--- src/rtl/logic_gate_sweep_if.sv ---
// Bundles the operand, result and sweep-control signals of logic_gate_sweep.
// Ports: mode/in_valid/in_data/sweep_start are driven by the master side.
//        in_ready/out_*/sweep_busy/sweep_done/ones_count are driven by the slave (gate).
interface logic_gate_sweep_if #(
  parameter int WIDTH = 2
);
  logic [2:0]       mode;
  logic             in_valid;
  logic [WIDTH-1:0] in_data;
  logic             in_ready;
  logic             sweep_start;
  logic             out_valid;
  logic             out_bit;
  logic [WIDTH-1:0] out_vec;
  logic             sweep_busy;
  logic             sweep_done;
  logic [WIDTH:0]   ones_count;

  modport master (
    output mode, in_valid, in_data, sweep_start,
    input  in_ready, out_valid, out_bit, out_vec, sweep_busy, sweep_done, ones_count
  );

  modport slave (
    input  mode, in_valid, in_data, sweep_start,
    output in_ready, out_valid, out_bit, out_vec, sweep_busy, sweep_done, ones_count
  );
endinterface

--- src/rtl/logic_gate_sweep.sv ---
// Purpose: WIDTH-input configurable reduction gate with a registered output and an
//          exhaustive truth-table sweep engine that counts the 1 results.
// Latency: 1 cycle per operand; a sweep emits 2^WIDTH results, sweep_done 2^WIDTH
//          cycles after the sweep_start edge. Backpressure: none on the output;
//          in_ready drops while sweeping or when sweep_start is requested.
// Ports:   clk, rst_n (async active-low), bus (logic_gate_sweep_if.slave).
module logic_gate_sweep #(
  parameter int WIDTH = 2
) (
  input  logic                clk,
  input  logic                rst_n,
  logic_gate_sweep_if.slave   bus
);

  if (WIDTH < 2 || WIDTH > 8) begin : g_bad_width
    $error("logic_gate_sweep: WIDTH must be in 2..8");
  end

  typedef enum logic {
    IDLE  = 1'b0,
    SWEEP = 1'b1
  } state_t;

  state_t           state_q, state_d;
  logic [WIDTH-1:0] cnt_q, cnt_d;
  logic [2:0]       sweep_mode_q, sweep_mode_d;
  logic             out_valid_q, out_valid_d;
  logic             out_bit_q, out_bit_d;
  logic [WIDTH-1:0] out_vec_q, out_vec_d;
  logic             sweep_done_q, sweep_done_d;
  logic [WIDTH:0]   ones_q, ones_d;
  logic             sweep_bit;

  // Reduction over every input bit; reserved encodings evaluate to 0.
  function automatic logic gate_eval(input logic [2:0] m, input logic [WIDTH-1:0] v);
    case (m)
      3'b000:  return &v;
      3'b001:  return |v;
      3'b010:  return ~&v;
      3'b011:  return ~|v;
      3'b100:  return ^v;
      3'b101:  return ~^v;
      default: return 1'b0;
    endcase
  endfunction

  // sweep_start wins over a simultaneous operand: the operand is refused, not queued.
  assign bus.in_ready   = (state_q == IDLE) && !bus.sweep_start;
  assign bus.out_valid  = out_valid_q;
  assign bus.out_bit    = out_bit_q;
  assign bus.out_vec    = out_vec_q;
  assign bus.sweep_busy = (state_q == SWEEP);
  assign bus.sweep_done = sweep_done_q;
  assign bus.ones_count = ones_q;

  // Sweep results use the mode latched at sweep start, never the live mode input.
  assign sweep_bit = gate_eval(sweep_mode_q, cnt_q);

  always_comb begin
    state_d      = state_q;
    cnt_d        = cnt_q;
    sweep_mode_d = sweep_mode_q;
    out_valid_d  = 1'b0;
    out_bit_d    = out_bit_q;
    out_vec_d    = out_vec_q;
    sweep_done_d = 1'b0;
    ones_d       = ones_q;

    case (state_q)
      IDLE: begin
        if (bus.sweep_start) begin
          state_d      = SWEEP;
          sweep_mode_d = bus.mode;
          cnt_d        = '0;
          ones_d       = '0;
        end else if (bus.in_valid) begin
          out_valid_d = 1'b1;
          out_vec_d   = bus.in_data;
          out_bit_d   = gate_eval(bus.mode, bus.in_data);
        end
      end
      SWEEP: begin
        out_valid_d = 1'b1;
        out_vec_d   = cnt_q;
        out_bit_d   = sweep_bit;
        ones_d      = ones_q + (WIDTH+1)'(sweep_bit);
        cnt_d       = cnt_q + 1'b1;
        // The all-ones vector is the last one; the counter wraps to 0 behind it.
        if (cnt_q == {WIDTH{1'b1}}) begin
          state_d      = IDLE;
          sweep_done_d = 1'b1;
        end
      end
      default: state_d = IDLE;
    endcase
  end

  always_ff @(posedge clk or negedge rst_n) begin
    if (!rst_n) begin
      state_q      <= IDLE;
      cnt_q        <= '0;
      sweep_mode_q <= '0;
      out_valid_q  <= 1'b0;
      out_bit_q    <= 1'b0;
      out_vec_q    <= '0;
      sweep_done_q <= 1'b0;
      ones_q       <= '0;
    end else begin
      state_q      <= state_d;
      cnt_q        <= cnt_d;
      sweep_mode_q <= sweep_mode_d;
      out_valid_q  <= out_valid_d;
      out_bit_q    <= out_bit_d;
      out_vec_q    <= out_vec_d;
      sweep_done_q <= sweep_done_d;
      ones_q       <= ones_d;
    end
  end

endmodule

--- src/flat_wrapper.sv ---
// flat-port wrapper written by rule: the top's interface ports become plain ports
module logic_gate_sweep_flat 
#(
  parameter int WIDTH = 2
)
  (clk, rst_n, bus_mode, bus_in_valid, bus_in_data, bus_sweep_start, bus_in_ready, bus_out_valid, bus_out_bit, bus_out_vec, bus_sweep_busy, bus_sweep_done, bus_ones_count);
  logic_gate_sweep_if #(.WIDTH(WIDTH)) bus_i ();
  input  logic clk;
  input  logic rst_n;
  input wire logic [$bits(bus_i.mode)-1:0] bus_mode;
  input wire logic [$bits(bus_i.in_valid)-1:0] bus_in_valid;
  input wire logic [$bits(bus_i.in_data)-1:0] bus_in_data;
  input wire logic [$bits(bus_i.sweep_start)-1:0] bus_sweep_start;
  output wire logic [$bits(bus_i.in_ready)-1:0] bus_in_ready;
  output wire logic [$bits(bus_i.out_valid)-1:0] bus_out_valid;
  output wire logic [$bits(bus_i.out_bit)-1:0] bus_out_bit;
  output wire logic [$bits(bus_i.out_vec)-1:0] bus_out_vec;
  output wire logic [$bits(bus_i.sweep_busy)-1:0] bus_sweep_busy;
  output wire logic [$bits(bus_i.sweep_done)-1:0] bus_sweep_done;
  output wire logic [$bits(bus_i.ones_count)-1:0] bus_ones_count;
  assign bus_i.mode = bus_mode;
  assign bus_i.in_valid = bus_in_valid;
  assign bus_i.in_data = bus_in_data;
  assign bus_i.sweep_start = bus_sweep_start;
  assign bus_in_ready = bus_i.in_ready;
  assign bus_out_valid = bus_i.out_valid;
  assign bus_out_bit = bus_i.out_bit;
  assign bus_out_vec = bus_i.out_vec;
  assign bus_sweep_busy = bus_i.sweep_busy;
  assign bus_sweep_done = bus_i.sweep_done;
  assign bus_ones_count = bus_i.ones_count;
  logic_gate_sweep #(.WIDTH(WIDTH)) u_core (.clk(clk), .rst_n(rst_n), .bus(bus_i));
endmodule
--- config.mk ---
export PLATFORM = sky130hd
export DESIGN_NAME = logic_gate_sweep_flat
export DESIGN_NICKNAME = d
export VERILOG_FILES = /design/src/rtl/logic_gate_sweep_if.sv /design/src/rtl/logic_gate_sweep.sv /design/src/flat_wrapper.sv
export SDC_FILE = /design/constraint.sdc
export NUM_CORES = 1
export LEC_CHECK = 0
export BUFFER_PORTS_ARGS = -buffer_cell sky130_fd_sc_hd__buf_2
export CAP_MARGIN = 20
export CORE_MARGIN = 2
export CORE_UTILIZATION = 27
export DETAILED_ROUTE_END_ITERATION = 10
export PLACE_DENSITY = 0.51
export SKIP_CTS_REPAIR_TIMING = 1
export SLEW_MARGIN = 5
export SYNTH_ARGS = -nofsm -noshare
export SYNTH_HDL_FRONTEND = slang
export SYNTH_SLANG_ARGS = --single-unit
--- constraint.sdc ---
create_clock -name clk -period 2.8 [get_ports clk]
set_clock_uncertainty 0.2 [all_clocks]
set_input_delay 0.28 -clock clk [delete_from_list [all_inputs] [get_ports clk]]
set_output_delay 0.28 -clock clk [all_outputs]
set_load 0.005 [all_outputs]
======== After elaboration in Yosys (flattened, before gate mapping) ========
Cells that the tools add are included.
storage, ports and cells
  bits of input ports ..................... 9
  bits in registers ....................... 14
operators by class
  add/sub/neg operators ................... 2
  equal/unequal tests ..................... 14
  multiplexer cells ....................... 20
  bitwise logic cells ..................... 1
  reduce and logical (&&, ||, !) cells .... 18
operators with widths
  cell                 count
  $eq 3x2->1 const B   4
  $eq 3x3->1 const B   4
  $pmux 1 s6           2
  $mux 1               8
  $pmux 2 s2           2
  $reduce_and 2->1     4
  $eq 3x1->1 const B   2
  $logic_not 3->1      2
  $mux 2               3
  $ne 2x2->1 const B   3
  $pmux 1 s2           3
  $pmux 3 s2           1
  $logic_not 1->1      5
  $reduce_or 2->1      2
  $reduce_xnor 2->1    2
  $reduce_xor 2->1     2
  $add 3x1->3          1
  $mux 3               1
  $add 2x1->2 const B  1
  $eq 2x2->1 const B   1
  $logic_and 1x1->1    1
  $not 1->1            1

======== Depth between registers and ports, before layout ========
Gate-level depths: netlist of run 1.
  depth after elaboration ................. 6
  gate-level depth with buffers ........... 9
  depth with buffers taken out ............ 9

======== Worst setup path before layout of run 1 ========
Ideal clock, no wire load.
  kind .................................... register to register
  from .................................... register u_core.cnt_q[0]
  to ...................................... register u_core.ones_q[2], in the netlist u_core.bus.ones_count[2]
  data arrival time ....................... 1.928 ns
  stages on the path, launching flop included .. 9
  setup time .............................. 0.121 ns
  path slack .............................. 0.551 ns
  cell sequence ........................... dfrtp_1 > ha_1 > or2_0 > and3_1 > a311o_1 > ha_1 > ha_1 > xor2_1 > a22o_1
on the way
  word-level cells in the longest chain between the ends .. 5
ends and longest elaborated chain
  item                                                 line                                            source
  from (decl)                                          logic_gate_sweep.sv:25                          logic [WIDTH-1:0] cnt_q, cnt_d;
  from (signal assigned)                               logic_gate_sweep.sv:110                         cnt_q <= cnt_d;
  $reduce_or 2->1 or $reduce_and 2->1 (tied branches)  n/a
  $logic_not 1->1 (on tied branches)                   logic_gate_sweep.sv:40, logic_gate_sweep.sv:39
  $pmux 1 s6 (*)                                       logic_gate_sweep.sv:36                          case (m)
  $add 3x1->3 (*)                                      logic_gate_sweep.sv:86                          ones_d = ones_q + (WIDTH+1)'(sweep_bit);
  $pmux 3 s2 (*)                                       logic_gate_sweep.sv:69                          case (state_q)
  to (signal assigned)                                 logic_gate_sweep.sv:116                         ones_q <= ones_d;
  to (decl)                                            logic_gate_sweep.sv:31                          logic [WIDTH:0] ones_q, ones_d;
Mark *: on every way between the ends. The rest lies on a longest branch, timed or not.
A chain may end at the register's enable or synchronous reset.

======== Final worst setup path of run 1 ========
Same ends and word-level chain as after synthesis.

==> metrics.md, run 1 <==
| Metric | Value |
|---|---|
| Status | finished, final reports clean |
| Multi-input gate area | 337 um^2 |
| Clk sinks | 14 |
| VDD IR max | 0.362 mV |
| Max-slew headroom | 71.9% |
| Ant diodes | 0 |
| DP HPWL | 1140 um |
| Leak | 0.470 nW |
| Share of layout cells above drive strength 1 | 28.3% |
| CP Buf/Inv Count | 0 |
| Max cap viols | 0 |
| Post-Syn Instances | 69 |
| Most frequent CP cell | ha_1 |
| Top post-synthesis cells by area | dfrtp_1 (48%), ha_1 (10%), a22o_1 (4.8%) |
| Pwr/cell area | 1030 nW/um^2 |
| CP cell instances | ha_1 > or2_0 > and3_1 > a311o_1 > ha_1 > ha_1 > xor2_1 > a22o_1 |
| Max stage delay on crit path | 0.42 ns |
| CP top delay family | adder cells |
| DR vias | 558 |
| Die span in x | 55.8 um |
| Finish-stage setup viols | 0 |
| Worst slew pin tran | 0.421 ns |
| Clock power frac | 15.7% |
| Max Freq | 427 MHz |
| I/O Pins | 19 |
| Placed cells | 117 |
| Global-route wire length before repair | 2400 um |
| P_sw | 0.321 mW |
| Final min period | 2.34 ns |
| Asr flop ratio synth | 100% |
| Worst Path Max Fanout | 4 |
| Pre-antenna DRT Iters | 4 |
| Worst R2R Path Depth | 8 |
| Initial core utilization | 29.0% |
| Row count | 18 |
| Synth Register Bits | 14 |
| CTS Root Cell | clkbuf_4 |
| Setup crit start kind | register |
| Syn nets | 84 |
| Die Ht | 55.8 um |
| Switching Share | 34.7% |
| Final slew viol count | 0 |
| Clk slew on worst S/H paths | 0.09 ns |
| Vias/cell | 4.57 |
| Hold slack final | 0.0429 ns |
| Layout area overhead | 24.5% |
| Gr usage total | 9.92% |
| CTS buffer count | 3 |
| Most frequent cell after synthesis | dfrtp_1 |
| WP data required | 2.77 ns |
| Nets | 108 |
| Int Power | 0.605 mW |
| Levels on crit path | 8 |
| Skew-Pair Late Insertion Delay | 0.27 ns |
| Final Util | 36.1% |
| Number of synthesized flops with an enable pin | 0 |
| H-tree depth | 1 |
| Setup CP Type | reg -> reg |
| Setup TNS | 0 ns |
| Initial antenna violation count | 0 |
| GRT Residual Overflow | 0 |
| Total Wirelength | 1440 um |
| Die area | 3110 um^2 |
| Port Buffer Count | 18 |
| Top cell type by total area after synthesis | dfrtp_1 |
| Synth cell count leaders | dfrtp_1 (14), inv_1 (9), ha_1 (6) |
| Unrepaired setup endpoints after global routing | no |
| Hold Crit Depth | 3 |
| Period utilization | 83.7% |
| Core area | 2500 um^2 |
| Comb pwr share | 42.8% |
| CP Capture Type | register |
| CP max stage cell | dfrtp_1 |
| Wirelength per Cell | 11.8 um |
| Seq. cell area | 350 um^2 |
| Initial DRC count | 6 |
| Synth Cell Area | 724 um^2 |
| Sequential-to-total area share from yosys stat | 48.4% |
| DRC Markers | 0 |
| Worst EP arrival | 2.32 ns |
| Top cell type's share of synthesized area | 48.4% |
| Reg power frac | 41.5% |
| Number of global-route vias before repair | 525 |
| Final cell count without fillers | 122 |
| Gpl congestion | 0.728 |
| Type of the tightest min-delay check | in -> reg |
| Synth unique cells | 22 |
| Avg Cell Area, Syn | 10.5 um^2 |
| Most used DFF post-synth | dfrtp_1 |
| Max Root-Sink Buffers | 2 |
| Antenna viol nets, final | 0 |
| Hold Fails Final Rpt | 0 |
| Largest net degree at the start of global routing | 15 |
| Yosys warns | 0 |
| Fill count | 245 |
| CTS tree | done |
-- layout by cell type, fill, tap and decap left out --
cell	Yosys	routed
mux2i_1	2	2
a221o_1	1	1
a22o_1	4	4
and3_1	1	1
nand2b_1	3	3
nor2_1	5	5
o311ai_0	1	1
a311o_1	1	1
dfrtp_1	14	14
a21oi_1	4	4
mux2_2	3	3
xor2_1	2	2
inv_1	9	9
clkbuf_8	0	1
buf_2	0	18
a31oi_1	1	1
nor2b_1	1	1
or2_0	1	1
and2_1	1	1
ha_1	6	6
clkbuf_4	0	3
dlygate4sd3_1	0	1
nand2_1	4	4
o21ai_0	3	3
a211oi_1	1	1
buf_4	0	1
-- worst reg2reg max path, cell delays in order (launching register included) --
cell and delay (ns):
dfrtp_1 0.42, ha_1 0.22, or2_0 0.24, and3_1 0.15, a311o_1 0.34, ha_1 0.19, ha_1 0.18, xor2_1 0.14
a22o_1 0.17
-- power groups by stage --
stage	Clock, mW	Combinational (mW)	Sequential (mW)
6_report	0.146	0.396	0.384
5_1_grt	0.163	0.458	0.399
4_1_cts	0.153	0.404	0.385
2_1_floorplan	0	0.282	0.371
3_3_place_gp	0	0.396	0.388
3_5_place_dp	0	0.402	0.390
-- cell type report --
class | count | area share [%]
clock buffers | 4 | 4.02
inverters | 9 | 3.74
flip-flops and latches | 14 | 38.8
repair buffers | 20 | 11.9
well taps | 30 | 4.16
multi-input cells | 45 | 37.3
-- sequential cells by signal, indices dropped and copies added, names as in the netlist --
signal	cells
u_core.bus.out_bit	1
u_core.bus.out_vec	2
u_core.sweep_mode_q	3
u_core.bus.ones_count	3
u_core.bus.out_valid	1
u_core.cnt_q	2
u_core.bus.sweep_busy	1
u_core.bus.sweep_done	1
-- stage by stage --
step | instance area [um^2] | setup slack [ns] | power [mW]
3_5_place_dp | 856 | 0.457 | 0.792
3_3_place_gp | 856 | 0.510 | 0.784
5_1_grt | 902 | 0.315 | 1.02
2_1_floorplan | 724 | 0.551 | 0.653
6_report | 902 | 0.456 | 0.926
4_1_cts | 892 | 0.441 | 0.942
-- routing by layer --
layer  up-vias  wire length (um)  track usage, %  share of wire [%]
met5         -                 0               0                  0
met4         0                 0            5.23                  0
met3         0                32            2.33                2.2
met2         7               720            16.0                 50
met1       265               688            12.2                 48
li1        286                 -               -                  -
-- path summary, 6_finish.rpt --
| check | to | slack [ns] | start |
|---|---|---|---|
| worst max-delay path | u_core.bus.ones_count[2] | 0.46 | u_core.cnt_q[0] |
| worst min-delay path | u_core.sweep_mode_q[1] | 0.04 | bus_mode[1] |
| worst max register to register | u_core.bus.ones_count[2] | 0.46 | u_core.cnt_q[0] |
| worst min register to register | u_core.bus.out_vec[0] | 0.33 | u_core.bus.out_vec[0] |
| max in group asynchronous | u_core.cnt_q[0] | 1.95 | rst_n |
| min in group asynchronous | u_core.bus.out_vec[0] | 0.21 | rst_n |
-- kinds of logic (layout without fill, tap and decap cells) --
logic type,Yosys count,after routing,share of synthesized area (%)
xor+xnor,2,2,2.42
buf+inv,10,33,5.18
simple gates,16,16,10.7
fa+ha+maj,6,6,10.4
flops,14,14,48.4
compound gates,16,16,15.5
mux,5,5,7.43
No activity file was read; power rests on OpenSTA's default activity.
==> run 2, diff against run 1 <==
--- a/config.mk
+++ b/config.mk
@@ -10,7 +10,7 @@
 export CORE_MARGIN = 2
 export CORE_UTILIZATION = 27
 export DETAILED_ROUTE_END_ITERATION = 10
-export PLACE_DENSITY = 0.51
+export PLACE_DENSITY = 0.53
 export SKIP_CTS_REPAIR_TIMING = 1
 export SLEW_MARGIN = 5
 export SYNTH_ARGS = -nofsm -noshare
==> constraint.sdc (replaced) <==
create_clock -name clk -period 1.9 [get_ports clk]
set_clock_uncertainty 0.2 [all_clocks]
set_input_delay 0.19 -clock clk [delete_from_list [all_inputs] [get_ports clk]]
set_output_delay 0.19 -clock clk [all_outputs]
set_load 0.005 [all_outputs]
==> run 2 against run 1 <==
Net effect: the flow now finishes with violations (negative setup slack); utilization increased by 4.0 points; cell area up 11%; sequential share of layout area shrank 3.9 points; critical path type unchanged; global-route usage rose by 0.53 points.
==> metrics.md, run 2 (synthesized netlist as in run 1, its figures left out) <==
| Metric | Value |
|---|---|
| Type of the tightest min-delay check | in -> reg (unchanged) |
| GRT Residual Overflow | 0 (unchanged) |
| Flop2flop setup slack | -0.34 ns (was 0.46 ns) |
| Port Buffer Count | 18 (unchanged) |
| Comb pwr share | 49.6% (was 42.8%) |
| Nets | 115 (was 108) |
| Worst EP arrival | 2.21 ns (was 2.32 ns) |
| Gr usage total | 10.4% (was 9.92%) |
| Total Wirelength | 1560 um (was 1440 um) |
| Placed cells | 120 (was 117) |
| Unrepaired setup endpoints after global routing | yes (was no) |
| Row count | 18 (unchanged) |
| Commonest non-fill, non-tap cell in the layout | buf_2 (unchanged) |
| Share of layout cells above drive strength 1 | 34.3% (was 28.3%) |
| CTS Root Cell | clkbuf_4 (unchanged) |
| Max Freq | 447 MHz (was 427 MHz) |
| Final min period | 2.24 ns (was 2.34 ns) |
| Vias/cell | 4.60 (was 4.57) |
| Setup crit start kind | register (unchanged) |
| DR vias | 593 (was 558) |
| Leak | 0.500 nW (was 0.470 nW) |
| Failing checks | negative setup slack |
| Antenna viol nets, final | 0 (unchanged) |
| CTS buffer count | 3 (unchanged) |
| Die span in x | 55.8 um (unchanged) |
| Reg power frac | 36.7% (was 41.5%) |
| Number of global-route vias before repair | 540 (was 525) |
| Ant diodes | 0 (unchanged) |
| Period utilization | 118% (was 83.7%) |
| Finish-stage setup viols | 4 (was 0) |
| Gpl congestion | 0.735 (was 0.728) |
| Layout area overhead | 38.3% (was 24.5%) |
| Initial DRC count | 16 (was 6) |
| Worst slew pin tran | 0.421 ns (about the same) |
| DP HPWL | 1180 um (was 1140 um) |
| H-tree depth | 1 (unchanged) |
| CTS tree | done (unchanged) |
| P_sw | 0.534 mW (was 0.321 mW) |
| Global-route wire length before repair | 2570 um (was 2400 um) |
| CP Capture Type | register (unchanged) |
| Max cap viols | 0 (unchanged) |
| DRC Markers | 0 (unchanged) |
| Setup TNS | -0.913 ns (was 0 ns) |
| WP data required | 1.87 ns (was 2.77 ns) |
| Wirelength per Cell | 12.1 um (was 11.8 um) |
| Setup CP Type | reg -> reg (unchanged) |
| Pwr/cell area | 1550 nW/um^2 (was 1030 nW/um^2) |
| Final cell count without fillers | 129 (was 122) |
| Final slew viol count | 0 (unchanged) |
| Largest net degree at the start of global routing | 15 (unchanged) |
| Int Power | 1.02 mW (was 0.605 mW) |
| Core area | 2500 um^2 (unchanged) |
| Status | finished with violations (was finished, final reports clean) |
| Skew-Pair Late Insertion Delay | 0.27 ns (about the same) |
| I/O Pins | 19 (unchanged) |
| Pre-antenna DRT Iters | 4 (unchanged) |
| Most frequent cells in the layout | buf_2 (18), dfrtp_1 (14), inv_1 (9) (unchanged) |
| Initial core utilization | 29.0% (unchanged) |
| Clk sinks | 14 (unchanged) |
| Fin worst setup slack | -0.336 ns (was 0.456 ns) |
| Max-slew headroom | 71.9% (about the same) |
| Die area | 3110 um^2 (unchanged) |
| Clock power frac | 13.7% (was 15.7%) |
| Clk slew on worst S/H paths | 0.08 ns (was 0.09 ns) |
| Initial antenna violation count | 0 (unchanged) |
| Hold Fails Final Rpt | 0 (unchanged) |
| Die Ht | 55.8 um (unchanged) |
| Max Root-Sink Buffers | 2 (unchanged) |
| VDD IR max | 0.703 mV (was 0.362 mV) |
| Final Util | 40.1% (was 36.1%) |
| Worst Path Max Fanout | 3 (was 4) |
| Hold slack final | 0.0538 ns (was 0.0429 ns) |
| Switching Share | 34.3% (was 34.7%) |
-- run 2: cell types whose count changed in the layout (fill, tap and decap cells not counted), sizes merged --
cell / change
buf: +4
dlygate4sd3: +3
-- run 2: area by class of cell --
type / count / area, um^2
timing repair buffer: 27 / 168
clock buffer: 4 / 36.3
sequential: 14 / 350
multi-input combinational: 45 / 377
tap: 30 / 37.5
fill: 250 / 1500
inverter: 9 / 33.8
-- run 2: stage by stage --
stage | setup WS (ns) | total power, mW | area, um^2
2_1_floorplan | -0.258 | 0.969 | 732
3_3_place_gp | -0.298 | 1.22 | 886
3_5_place_dp | -0.340 | 1.23 | 886
4_1_cts | -0.356 | 1.46 | 922
5_1_grt | -0.418 | 1.69 | 1000
6_report | -0.336 | 1.56 | 1000
-- run 2: worst paths after layout --
| path | depth (start not counted) | end | start |
|---|---|---|---|
| worst max-delay path | 8 | u_core.bus.ones_count[2] | u_core.cnt_q[0] |
| worst min-delay path | 3 | u_core.bus.out_vec[1] | bus_in_data[1] |
| worst max register to register | 8 | u_core.bus.ones_count[2] | u_core.cnt_q[0] |
| worst min register to register | 2 | u_core.bus.out_vec[0] | u_core.bus.out_vec[0] |
| max in group asynchronous | 2 | u_core.sweep_mode_q[2] | rst_n |
| min in group asynchronous | 2 | u_core.bus.out_valid | rst_n |
-- run 2: power groups by stage --
| stage | Sequential, mW | Combinational [mW] | Clock (mW) |
|---|---|---|---|
| floorplan | 0.548 | 0.421 | 0 |
| global placement | 0.570 | 0.651 | 0 |
| detailed placement | 0.570 | 0.665 | 0 |
| CTS | 0.565 | 0.673 | 0.222 |
| global route | 0.595 | 0.866 | 0.232 |
| finish | 0.571 | 0.773 | 0.213 |
-- run 2: metal layers --
layer,up-vias,wire (um),global-route usage [%]
li1,298,-,-
met1,278,766,14.3
met2,15,725,15.5
met3,2,57,3.49
met4,0,14,3.14
met5,-,0,0
-- run 2: critical path: stages (launching register included) --
cell     delay [ns]
dfrtp_1        0.41
ha_2           0.20
or2_1          0.23
and3_1         0.15
a311o_1        0.32
ha_4           0.18
ha_4           0.15
xor2_1         0.13
a22o_1         0.17
